[src/rtl/flag_slideshow_ctrl.sv]
// Flag slideshow sequencer: picks current/next flag, holds each for HOLD_FRAMES, wipes left-to-right.
// Buttons are synchronized and edge-detected; the pixel mux is combinational on pix_x.
module flag_slideshow_ctrl #(
    parameter int NUM_FLAGS   = 16,
    parameter int SEL_W       = 4,
    parameter int HOLD_FRAMES = 180,
    parameter int WIPE_STEP   = 16,
    parameter int H_ACTIVE    = 640
) (
    input  logic             clk,
    input  logic             rst,
    input  logic             vsync,
    input  logic [9:0]       pix_x,
    input  logic             auto_en,
    input  logic             btn_next,
    input  logic             btn_prev,
    input  logic             btn_pause,
    input  logic [5:0]       cur_color,
    input  logic [5:0]       nxt_color,
    output logic [SEL_W-1:0] cur_sel,
    output logic [SEL_W-1:0] nxt_sel,
    output logic [5:0]       color,
    output logic             busy,
    output logic             paused
);

    localparam int POS_W = 11;

    typedef enum logic {
        S_HOLD = 1'b0,
        S_WIPE = 1'b1
    } state_t;

    state_t             state_q, state_d;
    logic [SEL_W-1:0]   cur_sel_q, cur_sel_d;
    logic [SEL_W-1:0]   nxt_sel_q, nxt_sel_d;
    logic [7:0]         frame_cnt_q, frame_cnt_d;
    logic [POS_W-1:0]   wipe_pos_q, wipe_pos_d;
    logic               paused_q, paused_d;
    logic               vsync_prev_q, vsync_prev_d;

    // Button bit order: [0]=next, [1]=prev, [2]=pause
    logic [2:0]         sync1_q, sync1_d;
    logic [2:0]         sync2_q, sync2_d;
    logic [2:0]         sync3_q, sync3_d;
    logic [2:0]         pulse_q, pulse_d;

    logic               tick;
    logic               next_pulse;
    logic               prev_pulse;
    logic               pause_pulse;
    logic               start_fwd;
    logic               start_bwd;
    logic [POS_W-1:0]   wipe_sum;
    logic [SEL_W-1:0]   fwd_sel;
    logic [SEL_W-1:0]   bwd_sel;

    always_comb begin
        sync1_d      = {btn_pause, btn_prev, btn_next};
        sync2_d      = sync1_q;
        sync3_d      = sync2_q;
        pulse_d      = sync2_q & ~sync3_q;
        vsync_prev_d = vsync;
    end

    assign tick        = vsync & ~vsync_prev_q;
    assign next_pulse  = pulse_q[0];
    assign prev_pulse  = pulse_q[1];
    assign pause_pulse = pulse_q[2];

    // 11-bit sum so the last step past H_ACTIVE cannot wrap.
    assign wipe_sum = wipe_pos_q + POS_W'(WIPE_STEP);
    assign fwd_sel  = (cur_sel_q == SEL_W'(NUM_FLAGS - 1)) ? '0 : cur_sel_q + SEL_W'(1);
    assign bwd_sel  = (cur_sel_q == '0) ? SEL_W'(NUM_FLAGS - 1) : cur_sel_q - SEL_W'(1);

    always_comb begin
        state_d     = state_q;
        cur_sel_d   = cur_sel_q;
        nxt_sel_d   = nxt_sel_q;
        frame_cnt_d = frame_cnt_q;
        wipe_pos_d  = wipe_pos_q;
        paused_d    = paused_q ^ pause_pulse;
        start_fwd   = 1'b0;
        start_bwd   = 1'b0;

        case (state_q)
            S_HOLD: begin
                // Manual buttons take priority over the auto timer, next over prev.
                if (next_pulse) begin
                    start_fwd = 1'b1;
                end else if (prev_pulse) begin
                    start_bwd = 1'b1;
                end else if (tick && auto_en && !paused_q) begin
                    if (frame_cnt_q == 8'(HOLD_FRAMES - 1)) begin
                        start_fwd = 1'b1;
                    end else begin
                        frame_cnt_d = frame_cnt_q + 8'd1;
                    end
                end
            end
            S_WIPE: begin
                if (tick) begin
                    if (wipe_sum >= POS_W'(H_ACTIVE)) begin
                        cur_sel_d   = nxt_sel_q;
                        wipe_pos_d  = '0;
                        frame_cnt_d = '0;
                        state_d     = S_HOLD;
                    end else begin
                        wipe_pos_d  = wipe_sum;
                    end
                end
            end
            default: state_d = S_HOLD;
        endcase

        if (start_fwd || start_bwd) begin
            nxt_sel_d   = start_fwd ? fwd_sel : bwd_sel;
            wipe_pos_d  = '0;
            frame_cnt_d = '0;
            state_d     = S_WIPE;
        end
    end

    always_ff @(posedge clk or posedge rst) begin
        if (rst) begin
            state_q      <= S_HOLD;
            cur_sel_q    <= '0;
            nxt_sel_q    <= '0;
            frame_cnt_q  <= '0;
            wipe_pos_q   <= '0;
            paused_q     <= 1'b0;
            vsync_prev_q <= 1'b0;
            sync1_q      <= '0;
            sync2_q      <= '0;
            sync3_q      <= '0;
            pulse_q      <= '0;
        end else begin
            state_q      <= state_d;
            cur_sel_q    <= cur_sel_d;
            nxt_sel_q    <= nxt_sel_d;
            frame_cnt_q  <= frame_cnt_d;
            wipe_pos_q   <= wipe_pos_d;
            paused_q     <= paused_d;
            vsync_prev_q <= vsync_prev_d;
            sync1_q      <= sync1_d;
            sync2_q      <= sync2_d;
            sync3_q      <= sync3_d;
            pulse_q      <= pulse_d;
        end
    end

    // Boundary only moves on vsync ticks, so the split is tear-free.
    always_comb begin
        color = cur_color;
        if (state_q == S_WIPE && ({1'b0, pix_x} < wipe_pos_q)) begin
            color = nxt_color;
        end
    end

    assign cur_sel = cur_sel_q;
    assign nxt_sel = nxt_sel_q;
    assign busy    = (state_q == S_WIPE);
    assign paused  = paused_q;

endmodule
[config.mk]
export PLATFORM = sky130hd
export DESIGN_NAME = flag_slideshow_ctrl
export DESIGN_NICKNAME = d
export VERILOG_FILES = /design/src/rtl/flag_slideshow_ctrl.sv
export SDC_FILE = /design/constraint.sdc
export NUM_CORES = 1
export LEC_CHECK = 0
export ABC_AREA = 1
export CAP_MARGIN = 10
export CORE_MARGIN = 3
export CORE_UTILIZATION = 51
export DETAILED_ROUTE_END_ITERATION = 7
export PLACE_DENSITY = 0.91
export SLEW_MARGIN = 20
export SYNTH_ARGS = -nofsm -noshare
export SYNTH_HDL_FRONTEND = slang
export SYNTH_SLANG_ARGS = --single-unit
[constraint.sdc]
create_clock -name clk -period 2.6 [get_ports clk]
set_clock_uncertainty 0.05 [all_clocks]
set_input_delay 0.65 -clock clk [delete_from_list [all_inputs] [get_ports clk]]
set_output_delay 0.65 -clock clk [all_outputs]
set_load 0.01 [all_outputs]
==> impl_metrics.env, run 1 <==
export IMPL_place_area_mm2=0.00272
export IMPL_crit_type="reg -> out"
export IMPL_hold_viol=0
export IMPL_routed_wirelength_um=5710
export IMPL_antennaDiodeCount=0
export IMPL_grt_start_max_net_pins=39
export IMPL_cts_path_max_buffers=2
export IMPL_fp_coreArea_mm2=0.00406
export IMPL_drt_iter0_markers=134
export IMPL_vdd_ir_drop_max_mv=0.484
export IMPL_tritoncts="built"
export IMPL_first_pass_iters=4
export IMPL_grt_pass1_vias=2155
export IMPL_die_h_um=71.2
export IMPL_syn_to_final_growth_pct=35.6
export IMPL_grt_use_total=0.234
export IMPL_dpl_cell_count=377
export IMPL_port_buffer_count=41
export IMPL_yosysSeqAreaShare=0.439
export IMPL_rows=23
export IMPL_hold_buffers=0
export IMPL_relSlewSlack=0.683
export IMPL_cts_sinks=38
export IMPL_syn_avg_cell_area_um2=7.85
export IMPL_crit_arrival_ns=1.97
export IMPL_slew_viol_final=0
export IMPL_overflow=0
export IMPL_min_period_ns=2.67
export IMPL_period_share=1.03
export IMPL_layout_nets=381
export IMPL_fin_ws_ns=-0.0736
export IMPL_status="finished with violations"
export IMPL_ant_nets=0
export IMPL_final_area_mm2=0.00294
export IMPL_yosys_area_top_type="dfrtp_1"
export IMPL_synth_commonest_cells="77 x nand2_1, 42 x inv_1, 38 x dfrtp_1"
export IMPL_crit_required_ns=1.90
export IMPL_wl_per_cell_um=14.6
export IMPL_crit_path_frequent_cell="o21ai_1"
export IMPL_path_clk_slew_ns=0.08
export IMPL_synth_edf_count=0
export IMPL_violations="negative setup slack"
export IMPL_clk_latency_ns=0.30
export IMPL_synthTopCellsByArea="dfrtp_1 44%, nand2_1 13%, inv_1 7.3%, ha_1 6.4%, nand3_1 5.8%"
export IMPL_antenna_found_initial=0
export IMPL_path_max_fanout=6
export IMPL_worstHoldPathType="reg -> reg"
export IMPL_slowest_delay_ns=0.41
export IMPL_power_leakage_nw=1.44
export IMPL_syn_inst=276
export IMPL_gp_congestion=0.852
export IMPL_grt_pass1_wl_um=9480
export IMPL_pwr_density_cell_mw_per_mm2=583
export IMPL_yosys_area_top_type_share=0.439
export IMPL_h_tree_depth=2
export IMPL_rsz0062_at_grt="yes"
export IMPL_yosysMostFrequentCell="nand2_1"
export IMPL_root_buffer="clkbuf_8"
export IMPL_cts_buffers=5
export IMPL_fmax_ghz=0.374
export IMPL_viasPerCell=5.29
export IMPL_yosysWarnings=0
export IMPL_dp_slack_ns=-0.845
export IMPL_cap_viol_max_count=0
export IMPL_crit_chain="inv_2, ha_4, a21oi_2, o21ai_1, nand2_2, nand4_1, buf_6, o21ai_1, buf_2"
export IMPL_synth_area_mm2=0.00217
export IMPL_die_area_mm2=0.00506
export IMPL_drt_drc_violations_left=0
export IMPL_max_slew_worst_pin_slew_ns=0.476
export IMPL_synthFlopType="dfrtp_1"
export IMPL_crit_slowest_cell="dfrtp_1"
export IMPL_start_util=0.534
export IMPL_synth_seq_cells=38
export IMPL_num_vias=2074
export IMPL_fin_setup_tns_ns=-0.406
export IMPL_layout_cells_non_filler=392
export IMPL_syn_num_nets=316
export IMPL_drive_gt1_frac=0.222
export IMPL_die_w_um=71.2
export IMPL_io_pins=45
export IMPL_endpoint_kind="output pin"
export IMPL_setup_viol=6
export IMPL_crit_path_start_kind="flop"
export IMPL_async_flop_share=1.00
export IMPL_ys_types=28
export IMPL_place_hpwl_um=3710
worst paths after layout:
| path | from | end | slack [ns] | depth (start not counted) |
|---|---|---|---|---|
| setup / recovery | wipe_pos_q[6]$_DFFE_PP0P_ | color[1] | -0.07 | 9 |
| hold / removal | sync1_q[2]$_DFF_PP0_ | sync2_q[2]$_DFF_PP0_ | 0.31 | 0 |
| setup reg to reg | wipe_pos_q[4]$_DFFE_PP0P_ | frame_cnt_q[3]$_DFFE_PP0P_ | 0.62 | 13 |
| hold reg to reg | sync1_q[2]$_DFF_PP0_ | sync2_q[2]$_DFF_PP0_ | 0.31 | 0 |
| max in group asynchronous | rst | cur_sel[2]$_DFFE_PP0P_ | 1.46 | 3 |
| min in group asynchronous | rst | paused$_DFF_PP0_ | 0.71 | 3 |
state kept, by name (all words and copies together), names as in the netlist:
name          cells
paused            1
vsync_prev_q      1
sync1_q           3
frame_cnt_q       8
cur_sel           4
sync3_q           3
busy              1
nxt_sel           4
wipe_pos_q        7
sync2_q           3
pulse_q           3
metal layers:
metal | vias up | GRT usage | share of wire | routed length (um)
li1 | 1006 | - | - | -
met1 | 982 | 0.291 | 0.41 | 2330
met2 | 67 | 0.378 | 0.52 | 2990
met3 | 19 | 0.0639 | 0.045 | 259
met4 | 0 | 0.111 | 0.024 | 138
met5 | - | 0 | 0 | 0
cell families (layout without fill, tap and decap cells):
logic type,count (synthesis),after routing,share of synthesized area
simple gates,144,144,0.312
xor+xnor,9,9,0.0364
buf+inv,46,112,0.0803
flops,38,38,0.439
compound gates,28,28,0.0687
fa+ha+maj,11,11,0.0635
power by group:
group          leakage (nW)  switching (mW)  internal [mW]  total, mW
logic                 0.918           0.253          0.247      0.500
clock network        0.0504           0.228          0.285      0.514
registers             0.475          0.0466          0.651      0.698
total                  1.44           0.528           1.18       1.71
worst max-delay path: cells and delay by family, from the launching register on:
family	cells	cell delay, ns
adder cells (fa/ha/maj)	1	0.22
flip-flops	1	0.41
buffers and inverters	3	0.43
AND/OR/NAND/NOR	2	0.24
AO/OA/AOI/OAI	3	0.37
per-stage QoR:
step | hold slack (ns) | power, mW | util
CTS | 0.309 | 1.67 | 0.714
floorplan | 0.281 | 0.902 | -
detailed placement | 0.287 | 1.11 | 0.670
global placement | 0.285 | 1.09 | 0.670
finish | 0.308 | 1.71 | 0.724
global route | 0.314 | 1.79 | 0.724
placed cells by master (no fill, tap or decap), types with 2 or more instances in the layout:
cell type	instances
a21oi_1	4
a21oi_2	2
buf_2	11
buf_4	17
buf_6	3
clkbuf_8	5
clkdlybuf4s50_1	28
clkinvlp_4	2
dfrtp_1	38
ha_1	7
ha_4	4
inv_1	37
inv_2	7
nand2_1	72
nand2_2	8
nand3_1	25
nand3_4	2
nand4_1	4
nor2_1	16
nor2_2	5
nor3_1	5
o21a_1	2
o21ai_0	7
o21ai_1	7
o21ai_2	4
xor2_1	8
final cells by class:
class | instances | area (um2)
Inverter | 44 | 165
Timing Repair Buffer | 60 | 505
Sequential cell | 38 | 951
Tap cell | 50 | 62.6
Multi-Input combinational cell | 192 | 1140
Fill cell | 270 | 1120
Clock buffer | 5 | 68.8
Clock inverter | 3 | 45.0
repair_timing:
item,4_1_cts,5_1_grt
gates cloned,1,0
pin swaps,18,5
setup endpoints to repair,6,6
resized for setup,77,4
setup buffers,2,4
No activity file was read; power rests on OpenSTA's default activity.
==> run 2, diff against run 1 <==
--- a/constraint.sdc
+++ b/constraint.sdc
@@ -4,2 +4,2 @@
 set_output_delay 0.65 -clock clk [all_outputs]
-set_load 0.01 [all_outputs]
+set_load 0.005 [all_outputs]
==> impl_metrics.env, run 2 (synthesized netlist as in run 1, its figures left out) <==
export IMPL_status="finished with violations"
export IMPL_violations="negative setup slack"
export IMPL_met2_usage=0.354
export IMPL_clk_latency_ns=0.29
export IMPL_largest_register_ffs=8
export IMPL_ant_nets=0
export IMPL_use_met1=0.289
export IMPL_layout_common_cells="71 x nand2_1, 38 x inv_1, 38 x dfrtp_1, 28 x clkdlybuf4s50_1, 25 x nand3_1"
export IMPL_crit_path_start_kind="primary input"
export IMPL_fmax_ghz=0.382
export IMPL_endpoint_kind="output pin"
export IMPL_cts_path_max_buffers=2
export IMPL_wl_per_cell_um=13.8
export IMPL_syn_to_final_growth_pct=35.5
export IMPL_place_hpwl_um=3380
export IMPL_cts_buffers=5
export IMPL_tritoncts="built"
export IMPL_crit_arrival_ns=1.92
export IMPL_grt_use_total=0.221
export IMPL_path_clk_slew_ns=0.07
export IMPL_pwr_density_cell_mw_per_mm2=599
export IMPL_r2r_slack_ns=0.66
export IMPL_antenna_found_initial=0
export IMPL_die_area_mm2=0.00506
export IMPL_relSlewSlack=0.690
export IMPL_num_vias=2016
export IMPL_fin_setup_tns_ns=-0.0216
export IMPL_final_common_cell="nand2_1"
export IMPL_port_buffer_count=41
export IMPL_viasPerCell=5.21
export IMPL_multi_input_area_mm2=0.00113
export IMPL_vdd_ir_drop_max_mv=0.547
export IMPL_overflow=0
export IMPL_power_leakage_nw=1.44
export IMPL_setup_viol=2
export IMPL_power_mw=1.76
export IMPL_regArea_um2=951
export IMPL_start_util=0.534
export IMPL_grt_start_max_net_pins=39
export IMPL_gp_congestion=0.841
export IMPL_drt_drc_violations_left=0
export IMPL_cap_viol_max_count=0
export IMPL_drt_iter0_markers=108
export IMPL_slew_viol_final=0
export IMPL_antennaDiodeCount=0
export IMPL_min_delay_path_depth=0
export IMPL_grt_pass1_vias=2000
export IMPL_period_share=1.01
export IMPL_die_w_um=71.2
export IMPL_fin_ws_ns=-0.0177
export IMPL_drive_gt1_frac=0.202
export IMPL_fp_coreArea_mm2=0.00406
export IMPL_root_buffer="clkbuf_8"
export IMPL_max_slew_worst_pin_slew_ns=0.465
export IMPL_nFillCells=260
export IMPL_first_pass_iters=4
export IMPL_fin_util=0.723
export IMPL_path_max_fanout=6
export IMPL_routed_wirelength_um=5330
export IMPL_place_area_mm2=0.00271
export IMPL_cts_sinks=38
export IMPL_worstHoldPathType="reg -> reg"
export IMPL_crit_required_ns=1.90
export IMPL_rows=23
export IMPL_top_register="frame_cnt_q"
export IMPL_min_period_ns=2.62
export IMPL_layout_nets=376
export IMPL_hold_viol=0
export IMPL_grt_util_met3=0.0483
export IMPL_h_tree_depth=2
export IMPL_grt_pass1_wl_um=8960
export IMPL_reg_top3="frame_cnt_q: 8 flops, wipe_pos_q: 7 flops"
export IMPL_die_h_um=71.2
export IMPL_rsz0062_at_grt="yes"
export IMPL_final_area_mm2=0.00293
export IMPL_io_pins=45
export IMPL_rr_worst_depth=12
export IMPL_grt_busiest_layer="met2"
export IMPL_crit_type="in -> out"
==> run 2: cell type report <==
type | instances | share of cell area
Clock buffer | 6 | 0.0281
Clock inverter | 2 | 0.0205
Inverter | 44 | 0.0563
Multi-Input combinational cell | 192 | 0.386
Sequential cell | 38 | 0.324
Tap cell | 50 | 0.0213
Timing Repair Buffer | 55 | 0.163
==> run 2: power breakdown <==
part	leakage (nW)	internal, mW	switching, mW
clock	0.0714	0.409	0.212
sequential	0.475	0.652	0.0425
combinational	0.893	0.221	0.222
==> run 2: per-layer routing <==
layer  part of all wire  wire length (um)
met5                  0                 0
met2               0.50              2660
met4              0.035               185
met1               0.42              2240
met3              0.046               245
==> run 2: path summary, 6_finish.rpt <==
path	start	endpoint
setup / recovery	pix_x[7]	color[2]
hold / removal	sync1_q[0]$_DFF_PP0_	sync2_q[0]$_DFF_PP0_
setup reg to reg	wipe_pos_q[4]$_DFFE_PP0P_	frame_cnt_q[1]$_DFFE_PP0P_
hold reg to reg	sync1_q[0]$_DFF_PP0_	sync2_q[0]$_DFF_PP0_
max in group asynchronous	rst	cur_sel[2]$_DFFE_PP0P_
min in group asynchronous	rst	paused$_DFF_PP0_
==> run 2: worst max-delay path: stages <==
cell and delay (ns):
clkdlybuf4s15_1 0.17, ha_1 0.27, and3_4 0.18, nand2_2 0.06, nand4_1 0.16, buf_6 0.18, o21ai_2 0.11, buf_2 0.14
==> run 2: per-stage QoR <==
stage	hold WS (ns)	instances	setup WS [ns]
2_1_floorplan	0.281	276	0.183
3_3_place_gp	0.284	376	-0.675
3_5_place_dp	0.288	376	-0.736
4_1_cts	0.308	386	0.00112
5_1_grt	0.320	387	-0.153
6_report	0.305	387	-0.0177
==> run 2: repair_timing <==
| action | CTS | global route |
|---|---|---|
| setup buffers | 1 | 1 |
| hold buffers | 0 | 0 |
| setup endpoints to repair | 6 | 6 |
| pin swaps | 20 | 6 |
| gates cloned | 1 | 0 |
| gates resized for setup | 67 | 8 |
